**src/rtl/router_pkg.sv**
```systemverilog
// Shared router definitions: header field widths, transmitter states and
// the header byte layout used by both the transmitter and the receive side.
package router_pkg;

    localparam int ADDR_W  = 2;
    localparam int LEN_W   = 6;
    localparam int MAX_LEN = 63;

    typedef enum logic [2:0] {
        ST_IDLE    = 3'd0,
        ST_LOAD    = 3'd1,
        ST_HEADER  = 3'd2,
        ST_PAYLOAD = 3'd3,
        ST_PARITY  = 3'd4,
        ST_DONE    = 3'd5
    } tx_state_t;

    // Header byte: payload length in the upper six bits, destination in the lower two.
    function automatic logic [7:0] pack_header(input logic [LEN_W-1:0]  len,
                                               input logic [ADDR_W-1:0] dest);
        return {len, dest};
    endfunction

endpackage

```
**src/rtl/tx_payload_buf.sv**
```systemverilog
// Payload byte store for the packet transmitter: one synchronous write port
// and an asynchronous read port so payload bytes stream without a bubble.
module tx_payload_buf #(
    parameter int DEPTH = 64,
    parameter int AW    = 6,
    parameter int DW    = 8
) (
    input  logic          clock,
    input  logic          we,
    input  logic [AW-1:0] waddr,
    input  logic [DW-1:0] wdata,
    input  logic [AW-1:0] raddr,
    output logic [DW-1:0] rdata
);

    logic [DW-1:0] mem_q [DEPTH];

    // Write the loaded payload byte; storage carries no reset.
    always_ff @(posedge clock) begin
        if (we) begin
            mem_q[waddr] <= wdata;
        end
    end

    assign rdata = mem_q[raddr];

endmodule

```
**src/rtl/router_pkt_tx.sv**
```systemverilog
// Router input-port packet source: latches dest/len, buffers the payload,
// then sends header, payload and parity under busy flow control.
module router_pkt_tx
    import router_pkg::*;
#(
    parameter int MAX_LEN = 63
) (
    input  logic              clock,
    input  logic              reset,
    input  logic              start,
    input  logic [ADDR_W-1:0] dest,
    input  logic [LEN_W-1:0]  len,
    input  logic              corrupt,
    output logic              cfg_err,
    input  logic [7:0]        in_data,
    input  logic              in_valid,
    output logic              in_ready,
    output logic [7:0]        data_out,
    output logic              pkt_valid,
    input  logic              busy,
    output logic              tx_active,
    output logic              done
);

    tx_state_t         state_q, state_d;
    logic [ADDR_W-1:0] dest_q, dest_d;
    logic [LEN_W-1:0]  len_q, len_d;
    logic              corrupt_q, corrupt_d;
    logic [LEN_W-1:0]  idx_q, idx_d;
    logic [7:0]        parity_q, parity_d;
    logic              cfg_err_q, cfg_err_d;

    logic              buf_we;
    logic [7:0]        buf_rdata;
    logic              cfg_ok;
    logic              last_idx;

    tx_payload_buf #(
        .DEPTH (64),
        .AW    (LEN_W),
        .DW    (8)
    ) u_buf (
        .clock (clock),
        .we    (buf_we),
        .waddr (idx_q),
        .wdata (in_data),
        .raddr (idx_q),
        .rdata (buf_rdata)
    );

    assign cfg_ok   = (dest <= ADDR_W'(2)) && (len != '0) && (int'(len) <= MAX_LEN);
    assign last_idx = (idx_q == len_q - LEN_W'(1));

    // Control and datapath registers; reset aborts any packet in flight.
    always_ff @(posedge clock or posedge reset) begin
        if (reset) begin
            state_q   <= ST_IDLE;
            dest_q    <= '0;
            len_q     <= '0;
            corrupt_q <= 1'b0;
            idx_q     <= '0;
            parity_q  <= '0;
            cfg_err_q <= 1'b0;
        end else begin
            state_q   <= state_d;
            dest_q    <= dest_d;
            len_q     <= len_d;
            corrupt_q <= corrupt_d;
            idx_q     <= idx_d;
            parity_q  <= parity_d;
            cfg_err_q <= cfg_err_d;
        end
    end

    // Next-state logic: request check, payload load and busy-gated transmission.
    always_comb begin
        state_d   = state_q;
        dest_d    = dest_q;
        len_d     = len_q;
        corrupt_d = corrupt_q;
        idx_d     = idx_q;
        parity_d  = parity_q;
        cfg_err_d = 1'b0;
        buf_we    = 1'b0;
        unique case (state_q)
            ST_IDLE: begin
                if (start) begin
                    if (cfg_ok) begin
                        dest_d    = dest;
                        len_d     = len;
                        corrupt_d = corrupt;
                        idx_d     = '0;
                        state_d   = ST_LOAD;
                    end else begin
                        cfg_err_d = 1'b1;
                    end
                end
            end
            ST_LOAD: begin
                if (in_valid) begin
                    buf_we = 1'b1;
                    if (last_idx) begin
                        idx_d    = '0;
                        // Seed parity with the header so it is ready when HEADER is sent.
                        parity_d = pack_header(len_q, dest_q);
                        state_d  = ST_HEADER;
                    end else begin
                        idx_d = idx_q + LEN_W'(1);
                    end
                end
            end
            ST_HEADER: begin
                if (!busy) begin
                    state_d = ST_PAYLOAD;
                end
            end
            ST_PAYLOAD: begin
                if (!busy) begin
                    parity_d = parity_q ^ buf_rdata;
                    if (last_idx) begin
                        idx_d   = '0;
                        state_d = ST_PARITY;
                    end else begin
                        idx_d = idx_q + LEN_W'(1);
                    end
                end
            end
            ST_PARITY: begin
                if (!busy) begin
                    state_d = ST_DONE;
                end
            end
            ST_DONE: begin
                state_d = ST_IDLE;
            end
            default: begin
                state_d = ST_IDLE;
            end
        endcase
    end

    // Output decode from registered state only; busy never reaches an output directly.
    always_comb begin
        data_out  = 8'h00;
        pkt_valid = 1'b0;
        tx_active = 1'b0;
        in_ready  = (state_q == ST_LOAD);
        done      = (state_q == ST_DONE);
        cfg_err   = cfg_err_q;
        unique case (state_q)
            ST_HEADER: begin
                data_out  = pack_header(len_q, dest_q);
                pkt_valid = 1'b1;
                tx_active = 1'b1;
            end
            ST_PAYLOAD: begin
                data_out  = buf_rdata;
                pkt_valid = 1'b1;
                tx_active = 1'b1;
            end
            ST_PARITY: begin
                data_out  = parity_q ^ {7'b0, corrupt_q};
                tx_active = 1'b1;
            end
            default: begin
                data_out = 8'h00;
            end
        endcase
    end

endmodule
```
**config.mk**
```make
export PLATFORM = sky130hd
export DESIGN_NAME = router_pkt_tx
export DESIGN_NICKNAME = d
export VERILOG_FILES = /design/src/rtl/router_pkg.sv /design/src/rtl/tx_payload_buf.sv /design/src/rtl/router_pkt_tx.sv
export SDC_FILE = /design/constraint.sdc
export NUM_CORES = 1
export LEC_CHECK = 0
export BUFFER_PORTS_ARGS = -buffer_cell sky130_fd_sc_hd__buf_2
export CELL_PAD_IN_SITES_DETAIL_PLACEMENT = 1
export CELL_PAD_IN_SITES_GLOBAL_PLACEMENT = 2
export CORE_AREA = 2 2 211 213
export CTS_CLUSTER_SIZE = 14
export DETAILED_ROUTE_END_ITERATION = 12
export DIE_AREA = 0 0 213 215
export HOLD_SLACK_MARGIN = 0.02
export PLACE_DENSITY = 0.89
export SYNTH_ARGS = -nofsm -noshare
export SYNTH_HDL_FRONTEND = slang
export SYNTH_SLANG_ARGS = --single-unit
```
**constraint.sdc**
```tcl
create_clock -name clock -period 6.4 [get_ports clock]
set_clock_uncertainty 0.15 [all_clocks]
set_input_delay 0.64 -clock clock [delete_from_list [all_inputs] [get_ports clock]]
set_output_delay 0.64 -clock clock [all_outputs]
set_load 0.005 [all_outputs]
```
==> results.toml <==
[run_status]
outcome = "complete, no violations"

[sta]
timing.fmax_ghz = 0.205
tns_ps = 0
timing.hold.ws_ps = 141
slew_violations = 0
rsz0062_at_grt = "false"
finalCriticalPeriod_ps = 4870
maxSlewHeadroom_pct = 12.7
setup_viol = 0
worst_pin_slew_ps = 1310
hold_violations = 0
min_period_over_period_pct = 76.1

[power_and_ir_drop]
power_leakage_uw = 0.00830
vdd_drop_max_v = 0.000229
powerDensity_nw_per_um2 = 417

[place]
place.gp.congestion = 0.778
postPlaceCellArea_sq_um = 22600
port_buffers = 34
dp_hpwl_microns = 32700

[drt]
drc_errors = 0
num_vias = 12500
ant_nets = 0
via_per_inst = 6.13
routedWlPerCell_microns = 27.7
dr.pass1.iters = 5
drt_iter0_markers = 1200
routed_wl_microns = 56400

[logic_synthesis]
synth_edf_count = 512
yosysWarnings = 0
seq_area_frac_synth_pct = 72.9
synth_top_cell_area_share_pct = 69.8
synthCells = 1378
synth_nets = 1402
ys.flop_type = "edfxtp_1"
synth_area_sq_um = 22000
ys_ff_latch = 539
async_flop_share_pct = 5.01
synth_area_leader_cell = "edfxtp_1"
synth.distinct_cells = 56
synthTopCellsByArea = "edfxtp_1 70%, mux2i_1 12%, a22oi_1 3.3%, dfrtp_1 3.1%, nand2_1 1.5%"
avgSynthCellArea_sq_um = 16.0

[cells_and_area]
seq_area_sq_um = 16100
multiInputGateArea_sq_um = 5480
num-fill-cells = 4036
drive_gt1_share_pct = 10.5
final_nets = 1429
final_cell_mix = "512 x edfxtp_1, 262 x mux2i_1, 98 x a22oi_1"
area_delta_synth_final_pct = 10.4
layout_commonest_cell = "edfxtp_1"
fin_area_sq_um = 24300

[clocking]
htree_num_levels = 2
clk_latency_ps = 610
clock-sinks = 539
ctsResizeCount = 0
root_buffer = "clkbuf_16"
numCtsBuffers = 53
cts.path.max_buffers = 3
cts_tree = "built"
path_clk_slew_ps = 60

[worst_setup_path]
critPathMaxFanout = 60
crit_type = "reg -> out"
worstSetupStartpointType = "flop"
cp-end-kind = "primary output"
required_ps = 5610
cp.arrival_ps = 4080

[global_routing]
grt_pass1_vias = 12900
grt_max_degree = 67
grt_pass1_wl_microns = 84200
overflow = 0
groute.usage.overall_pct = 25.1
antenna_found_initial = 2

[worst_hold_path]
hp-class = "in -> reg"

[die]
die-area_sq_um = 45800
die_w_microns = 213
die_h_microns = 215
initial_core_util_pct = 50.5
row_count = 77
core_area_sq_um = 43600
io_pins = 35

[run]
maxCapViolations = 0
==> Yosys cell counts (all sizes together), types with 16 or more instances <==
cell	instances
nand3	44
edfxtp	512
nor2	75
nand2	89
o22ai	19
a22oi	98
buf	54
a21oi	45
clkbuf	28
dfrtp	27
mux2i	262
o21ai	16
==> area by class of cell <==
cell class	instances	area share (%)
antenna	1	0.0103
clock buffer	65	5.72
clock inverter	27	1.11
inverter	7	0.108
multi-input combinational	750	22.5
sequential	539	66.0
tap	592	3.05
timing repair buffer	54	1.43
==> logic make-up (layout without fill, tap and decap cells) <==
kind of cell / count (synthesis) / after routing / share of synthesized area [%]
other cells: 0 / 1 / 0
xor+xnor: 7 / 7 / 0.312
compound gates: 195 / 195 / 5.92
fa+ha+maj: 2 / 2 / 0.114
simple gates: 273 / 273 / 5.99
flops: 539 / 539 / 72.9
mux: 273 / 273 / 12.5
buf+inv: 89 / 153 / 2.33
==> timing repair <==
item                      in CTS  in global routing
hold endpoints to repair      27                  0
setup buffers                  0                  0
hold buffers                   1                  0
==> state kept, by name, summed over array words and instances, names as in the netlist <==
register and cells:
state_q 3, cfg_err 1, parity_q 8, u_buf.mem_q 512, corrupt_q 1, len_q 6, idx_q 6, dest_q 2
==> metal layers <==
layer  share of wire, %  up-vias  GRT usage, %  routed length, microns
met5              0.023        -             0                      13
met4                3.3        2          9.91                    1860
met3                6.4      104          4.22                    3590
met2                 47      474          39.8                   26800
met1                 43     6467          34.6                   24200
li1                   -     5426             -                       -
==> power by group <==
group	total (uW)	internal, uW	leakage, uW	switching [uW]
clock	3060	1770	0.000818	1290
combinational	2810	1030	0.00255	1780
sequential	4270	4010	0.00493	256
total	10100	6810	0.00830	3330
==> worst max-delay path, cell delays in order, from the launching register on <==
cell,delay [ps]
dfrtp_4,1130
buf_4,470
mux2i_1,280
a22oi_1,100
nand3_1,300
nand4_1,240
nor3_1,480
o22ai_1,210
buf_2,180
==> worst paths after layout <==
check / startpoint / to / slack, ps / cells past startpoint
setup / recovery: idx_q[0] / data_out[1] / 1530 / 8
hold / removal: len[1] / len_q[1] / 140 / 2
setup reg to reg: idx_q[0] / u_buf.mem_q[61][2] / 2390 / 4
hold reg to reg: corrupt_q / corrupt_q / 400 / 1
max in group asynchronous: reset / idx_q[0] / 5250 / 4
min in group asynchronous: reset / idx_q[2] / 530 / 4
==> per-stage QoR <==
stage	worst slack, ps	utilization (%)	instances	power, uW
after floorplan	3900	-	1378	6250
after global placement	2250	51.9	1941	7020
after detailed placement	2200	51.9	1941	7100
after CTS	1530	55.7	2034	10200
after global routing	1450	55.7	2034	10500
final	1530	55.7	2035	10100
Power figures use the tool's default switching activity.
